## src/rtl/ram_access_arbiter_if.sv

```systemverilog
// Bundle for the two requester channels and the RAM port of ram_access_arbiter.
// master: requesters plus RAM side. slave: the arbiter.
interface ram_access_arbiter_if #(
    parameter int DATA_W = 8,
    parameter int ADDR_W = 4
);
    // Channel request side
    logic              req0;
    logic              req1;
    logic              we0;
    logic              we1;
    logic [ADDR_W-1:0] addr0;
    logic [ADDR_W-1:0] addr1;
    logic [DATA_W-1:0] wdata0;
    logic [DATA_W-1:0] wdata1;

    // Channel response side
    logic              ack0;
    logic              ack1;
    logic              rvalid0;
    logic              rvalid1;
    logic [DATA_W-1:0] rdata;
    logic              busy;

    // RAM port
    logic              ram_we;
    logic [ADDR_W-1:0] ram_waddr;
    logic [DATA_W-1:0] ram_wdata;
    logic [ADDR_W-1:0] ram_raddr;
    logic [DATA_W-1:0] ram_rdata;

    modport master (
        output req0, req1, we0, we1, addr0, addr1, wdata0, wdata1, ram_rdata,
        input  ack0, ack1, rvalid0, rvalid1, rdata, busy,
        input  ram_we, ram_waddr, ram_wdata, ram_raddr
    );

    modport slave (
        input  req0, req1, we0, we1, addr0, addr1, wdata0, wdata1, ram_rdata,
        output ack0, ack1, rvalid0, rvalid1, rdata, busy,
        output ram_we, ram_waddr, ram_wdata, ram_raddr
    );
endinterface

```

## src/rtl/ram_access_arbiter.sv

```systemverilog
// Two-channel round-robin arbiter in front of a single-port synchronous-read RAM.
// Writes take one WR cycle; reads take RD_ADDR + RD_DATA and complete with a
// registered ack/rvalid pulse in the following (IDLE) cycle.
module ram_access_arbiter #(
    parameter int DATA_W = 8,
    parameter int ADDR_W = 4
) (
    input  logic                 clk,
    input  logic                 rst,
    ram_access_arbiter_if.slave  bus
);
    typedef enum logic [1:0] {
        IDLE    = 2'd0,
        WR      = 2'd1,
        RD_ADDR = 2'd2,
        RD_DATA = 2'd3
    } state_t;

    state_t state_reg, state_next;

    logic [1:0]        req_vec;
    logic [1:0]        req_eff;
    logic [1:0]        we_vec;
    logic [ADDR_W-1:0] addr_vec  [2];
    logic [DATA_W-1:0] wdata_vec [2];

    // grant_reg is both the latched winner and the round-robin last-grant pointer
    logic              grant_reg;
    logic              win;
    logic [1:0]        rd_done_reg;
    logic [DATA_W-1:0] rdata_reg;
    logic [ADDR_W-1:0] waddr_reg;
    logic [DATA_W-1:0] wdata_reg;
    logic [ADDR_W-1:0] raddr_reg;
    logic [1:0]        ack_vec;
    logic              ram_we_int;
    logic              busy_int;

    assign req_vec      = {bus.req1, bus.req0};
    assign we_vec       = {bus.we1, bus.we0};
    assign addr_vec[0]  = bus.addr0;
    assign addr_vec[1]  = bus.addr1;
    assign wdata_vec[0] = bus.wdata0;
    assign wdata_vec[1] = bus.wdata1;

    // A channel whose read completes this cycle still holds its old request;
    // mask it so the stale command is not granted a second time.
    genvar gi;
    generate
        for (gi = 0; gi < 2; gi++) begin : g_ch
            assign req_eff[gi] = req_vec[gi] & ~rd_done_reg[gi];
        end
    endgenerate

    // Round-robin pick: contention goes to the channel not granted last
    assign win = (req_eff == 2'b11) ? ~grant_reg : req_eff[1];

    // State register
    always_ff @(posedge clk) begin
        if (rst) begin
            state_reg <= IDLE;
        end else begin
            state_reg <= state_next;
        end
    end

    // Next-state logic
    always_comb begin
        state_next = state_reg;
        case (state_reg)
            IDLE: begin
                if (|req_eff) begin
                    state_next = we_vec[win] ? WR : RD_ADDR;
                end
            end
            WR:      state_next = IDLE;
            RD_ADDR: state_next = RD_DATA;
            RD_DATA: state_next = IDLE;
            default: state_next = IDLE;
        endcase
    end

    // Command latch, grant pointer, read-data capture and read-completion pulse
    always_ff @(posedge clk) begin
        if (rst) begin
            grant_reg   <= 1'b1;
            rd_done_reg <= 2'b00;
            rdata_reg   <= '0;
            waddr_reg   <= '0;
            wdata_reg   <= '0;
            raddr_reg   <= '0;
        end else begin
            rd_done_reg <= 2'b00;
            if (state_reg == IDLE && (|req_eff)) begin
                grant_reg <= win;
                if (we_vec[win]) begin
                    waddr_reg <= addr_vec[win];
                    wdata_reg <= wdata_vec[win];
                end else begin
                    raddr_reg <= addr_vec[win];
                end
            end
            if (state_reg == RD_DATA) begin
                rdata_reg              <= bus.ram_rdata;
                rd_done_reg[grant_reg] <= 1'b1;
            end
        end
    end

    // Moore outputs decoded from state and registered completion flags
    always_comb begin
        ack_vec    = rd_done_reg;
        ram_we_int = 1'b0;
        busy_int   = (state_reg != IDLE);
        if (state_reg == WR) begin
            ram_we_int         = 1'b1;
            ack_vec[grant_reg] = 1'b1;
        end
    end

    assign bus.ack0      = ack_vec[0];
    assign bus.ack1      = ack_vec[1];
    assign bus.rvalid0   = rd_done_reg[0];
    assign bus.rvalid1   = rd_done_reg[1];
    assign bus.rdata     = rdata_reg;
    assign bus.busy      = busy_int;
    assign bus.ram_we    = ram_we_int;
    assign bus.ram_waddr = waddr_reg;
    assign bus.ram_wdata = wdata_reg;
    assign bus.ram_raddr = raddr_reg;
endmodule

```

## src/flat_wrapper.sv

```systemverilog
// flat-port wrapper written by rule: the top's interface ports become plain ports
module ram_access_arbiter_flat 
#(
    parameter int DATA_W = 8,
    parameter int ADDR_W = 4
)
  (clk, rst, bus_req0, bus_req1, bus_we0, bus_we1, bus_addr0, bus_addr1, bus_wdata0, bus_wdata1, bus_ram_rdata, bus_ack0, bus_ack1, bus_rvalid0, bus_rvalid1, bus_rdata, bus_busy, bus_ram_we, bus_ram_waddr, bus_ram_wdata, bus_ram_raddr);
  ram_access_arbiter_if #(.DATA_W(DATA_W), .ADDR_W(ADDR_W)) bus_i ();
  input  logic clk;
  input  logic rst;
  input wire logic [$bits(bus_i.req0)-1:0] bus_req0;
  input wire logic [$bits(bus_i.req1)-1:0] bus_req1;
  input wire logic [$bits(bus_i.we0)-1:0] bus_we0;
  input wire logic [$bits(bus_i.we1)-1:0] bus_we1;
  input wire logic [$bits(bus_i.addr0)-1:0] bus_addr0;
  input wire logic [$bits(bus_i.addr1)-1:0] bus_addr1;
  input wire logic [$bits(bus_i.wdata0)-1:0] bus_wdata0;
  input wire logic [$bits(bus_i.wdata1)-1:0] bus_wdata1;
  input wire logic [$bits(bus_i.ram_rdata)-1:0] bus_ram_rdata;
  output wire logic [$bits(bus_i.ack0)-1:0] bus_ack0;
  output wire logic [$bits(bus_i.ack1)-1:0] bus_ack1;
  output wire logic [$bits(bus_i.rvalid0)-1:0] bus_rvalid0;
  output wire logic [$bits(bus_i.rvalid1)-1:0] bus_rvalid1;
  output wire logic [$bits(bus_i.rdata)-1:0] bus_rdata;
  output wire logic [$bits(bus_i.busy)-1:0] bus_busy;
  output wire logic [$bits(bus_i.ram_we)-1:0] bus_ram_we;
  output wire logic [$bits(bus_i.ram_waddr)-1:0] bus_ram_waddr;
  output wire logic [$bits(bus_i.ram_wdata)-1:0] bus_ram_wdata;
  output wire logic [$bits(bus_i.ram_raddr)-1:0] bus_ram_raddr;
  assign bus_i.req0 = bus_req0;
  assign bus_i.req1 = bus_req1;
  assign bus_i.we0 = bus_we0;
  assign bus_i.we1 = bus_we1;
  assign bus_i.addr0 = bus_addr0;
  assign bus_i.addr1 = bus_addr1;
  assign bus_i.wdata0 = bus_wdata0;
  assign bus_i.wdata1 = bus_wdata1;
  assign bus_i.ram_rdata = bus_ram_rdata;
  assign bus_ack0 = bus_i.ack0;
  assign bus_ack1 = bus_i.ack1;
  assign bus_rvalid0 = bus_i.rvalid0;
  assign bus_rvalid1 = bus_i.rvalid1;
  assign bus_rdata = bus_i.rdata;
  assign bus_busy = bus_i.busy;
  assign bus_ram_we = bus_i.ram_we;
  assign bus_ram_waddr = bus_i.ram_waddr;
  assign bus_ram_wdata = bus_i.ram_wdata;
  assign bus_ram_raddr = bus_i.ram_raddr;
  ram_access_arbiter #(.DATA_W(DATA_W), .ADDR_W(ADDR_W)) u_core (.clk(clk), .rst(rst), .bus(bus_i));
endmodule
```

## config.mk

```make
export PLATFORM = sky130hd
export DESIGN_NAME = ram_access_arbiter_flat
export DESIGN_NICKNAME = d
export VERILOG_FILES = /design/src/rtl/ram_access_arbiter_if.sv /design/src/rtl/ram_access_arbiter.sv /design/src/flat_wrapper.sv
export SDC_FILE = /design/constraint.sdc
export NUM_CORES = 1
export LEC_CHECK = 0
export CORE_MARGIN = 5
export CORE_UTILIZATION = 40
export CTS_CLUSTER_DIAMETER = 40
export CTS_CLUSTER_SIZE = 40
export DETAILED_ROUTE_END_ITERATION = 6
export HOLD_SLACK_MARGIN = 0.03
export MAX_ROUTING_LAYER = met4
export PLACE_DENSITY = 0.79
export REMOVE_ABC_BUFFERS = 1
export SLEW_MARGIN = 20
export SYNTH_ARGS = -nofsm -noshare
export SYNTH_HDL_FRONTEND = slang
export SYNTH_SLANG_ARGS = --single-unit
```

## constraint.sdc

```tcl
create_clock -name clk -period 2.1 [get_ports clk]
set_clock_uncertainty 0.05 [all_clocks]
set_input_delay 0.63 -clock clk [delete_from_list [all_inputs] [get_ports clk]]
set_output_delay 0.63 -clock clk [all_outputs]
set_load 0.02 [all_outputs]
```

==> flow_summary.json <==
{
  "finalSetupViolations": 0,
  "core_um2": 3390,
  "wl_per_cell_um": 13.6,
  "postRouteAntennaNets": 0,
  "gp_congestion": 0.753,
  "power_density_nw_per_um2": 637,
  "final_nets": 285,
  "rows": 21,
  "syn_area_um2": 1420,
  "num_antenna_cells": 0,
  "ys_types": 30,
  "slew_violations": 0,
  "yosysWarnings": 0,
  "drc_errors": 0,
  "numCtsBuffers": 5,
  "p_int_mw": 1.03,
  "clk_latency_ns": 0.33,
  "synth_top_area_cell": "dfxtp_1",
  "holdWs_ns": 0.410,
  "power.share.switching_pct": 29.7,
  "synth.yosys.seq_area_share_pct": 41.0,
  "finalPower_mw": 1.47,
  "dieArea_um2": 4830,
  "clk_path_buf_depth": 2,
  "async_flop_share_pct": 0,
  "grt_max_degree": 34,
  "synth_top_cells_by_area": "dfxtp_1 (41%), nand2b_1 (8.4%), mux2i_1 (5.7%), o21ai_0 (5.7%), a221oi_1 (4.9%)",
  "synthSimpleGateAreaFrac_pct": 24.7,
  "ys_ff_latch": 29,
  "post_drt_via_cell_ratio": 4.88,
  "cts_sinks": 29,
  "first_iter_violations": 72,
  "tightest_slew_ns": 0.327,
  "hold_violations": 0,
  "synth_cells": 169,
  "combPwrFrac_pct": 31.2,
  "synth_top_family_by_area": "simple AND/OR/NAND/NOR gates",
  "fp.dieH_um": 69.5,
  "power_frac_seq_pct": 42.3,
  "critical_path_class": "reg2out",
  "synth-compound-area-share_pct": 22.8,
  "post-route-util_pct": 68.0,
  "die_w_um": 69.5,
  "p_leak_nw": 0.950,
  "worstPathCellList": "clkdlybuf4s50_1",
  "pin_count": 68,
  "grtUsageTotal_pct": 17.6,
  "cts_tree": "built",
  "slew_headroom_pct": 78.1,
  "hpwl_um": 2960,
  "cp_max_fo": 4,
  "root_buffer": "clkbuf_4",
  "grt_pass1_wl_um": 6670,
  "yosysMostFrequentCell": "dfxtp_1",
  "slowest_stage": "clkdlybuf4s50_1",
  "synth_edf_count": 0,
  "max_freq_mhz": 497,
  "finalWirelength_um": 3990,
  "initial_utilization_pct": 41.8,
  "clock_power_share_pct": 26.5,
  "rsz0062_at_grt": "no",
  "num_vias": 1435,
  "post-route-period-util_pct": 95.9,
  "netlist_top_cells_count": "dfxtp_1 (29), nand2b_1 (19), o21ai_0 (16), nand2_1 (10), nor2b_1 (10)",
  "h-tree-depth": 2,
  "synthFlopType": "dfxtp_1",
  "drive_gt1_share_pct": 10.9,
  "synthXorXnorAreaFrac_pct": 0,
  "worst_setup_path_start_kind": "flop",
  "path_clk_slew_ns": 0.09,
  "worstPathRequired_ns": 1.42,
  "synth_top_cell_area_share_pct": 41.0,
  "end_kind": "primary output",
  "postCtsHoldBufs": 0,
  "setup_slack_ns": 0.0869,
  "hold_class": "reg2reg",
  "critPathArrivalTime_ns": 1.33,
  "outcome": "finished, final reports clean",
  "drv_cap": 0,
  "synth_fa_ha_area_share_pct": 0,
  "antenna_found_initial": 0,
  "crit_buf_inv": 1,
  "cpLargestDelayFamily": "buffers and inverters",
  "postCtsSetupBuffers": 0,
  "peakVddDrop_mv": 0.399,
  "dr.pass1.iters": 4,
  "post_synth.cell_area_avg_um2": 8.38,
  "portBuffers": 67,
  "dp_slack_ns": -0.250,
  "setup_tns_ns": 0,
  "max_stage_delay_ns": 0.63,
  "grt_overflow": 0,
  "grt_pass1_vias": 1418,
  "muxShareOfSynthArea_pct": 5.65,
  "p_sw_uw": 436,
  "period_minus_slack_ns": 2.01,
  "area_delta_synth_final_pct": 62.6
}
power by group through the flow:
stage	combinational, mW	clock, mW	sequential, mW
after floorplan	0.155	0	0.684
after global placement	0.461	0	0.632
after detailed placement	0.466	0	0.632
after CTS	0.461	0.406	0.621
after global routing	0.496	0.433	0.627
final	0.458	0.389	0.620
stage by stage:
step                      cell area [µm²]  instances
final                                2300        294
after global routing                 2300        294
after CTS                            2290        294
after detailed placement             2230        286
after global placement               2230        286
after floorplan                      1370        157
worst paths after layout:
kind	startpoint	to	slack [ns]	cells after the start
worst max register to register	u_core.grant_reg	u_core.bus.ram_raddr[1]	0.43	5
worst max-delay path	u_core.rd_done_reg[1]	bus_rvalid1	0.09	1
worst min register to register	u_core.bus.rdata[5]	u_core.bus.rdata[5]	0.41	2
worst min-delay path	u_core.bus.rdata[5]	u_core.bus.rdata[5]	0.41	2
routing by layer:
layer	track usage, %	wire length (µm)	vias up
li1	-	-	742
met1	21.1	1790	639
met2	27.5	1890	47
met3	5.94	267	7
met4	5.86	43	0
met5	-	0	-
placed cells by master (no fill, tap or decap), types with 2 or more instances in the layout:
cell	count
clkdlybuf4s50_1	62
dfxtp_1	29
nand2b_1	19
o21ai_0	16
buf_4	15
nand2_1	10
inv_1	9
a21oi_1	9
nand3_1	8
mux2i_1	8
nor2b_1	8
a221oi_1	8
and3_1	5
clkbuf_4	5
a21boi_0	4
o21bai_1	4
nor3_1	3
nor2b_2	2
a21o_1	2
nor2_1	2
clkbuf_8	2
clkdlybuf4s15_1	2
dlygate4sd2_1	2
cell type report:
cell class	count	area, µm²
clock buffer	7	65.1
clock inverter	1	5.00
fill	301	1090
inverter	9	33.8
multi-input combinational	119	758
sequential	29	581
tap	46	57.6
timing repair buffer	83	803
kinds of logic (layout without fill, tap and decap cells):
kind of cell / Yosys count / in the layout
AOI/OAI and AO/OA: 49 / 49
DFF: 29 / 29
buffers and inverters: 21 / 100
and+or+nand+nor: 62 / 62
muxes: 8 / 8
repair_timing:
action / CTS / global route
gates cloned: 0 / 0
endpoints found under the setup margin: 4 / 10
gates resized for setup: 4 / 5
Note: power is estimated with default switching activity, not from simulation.
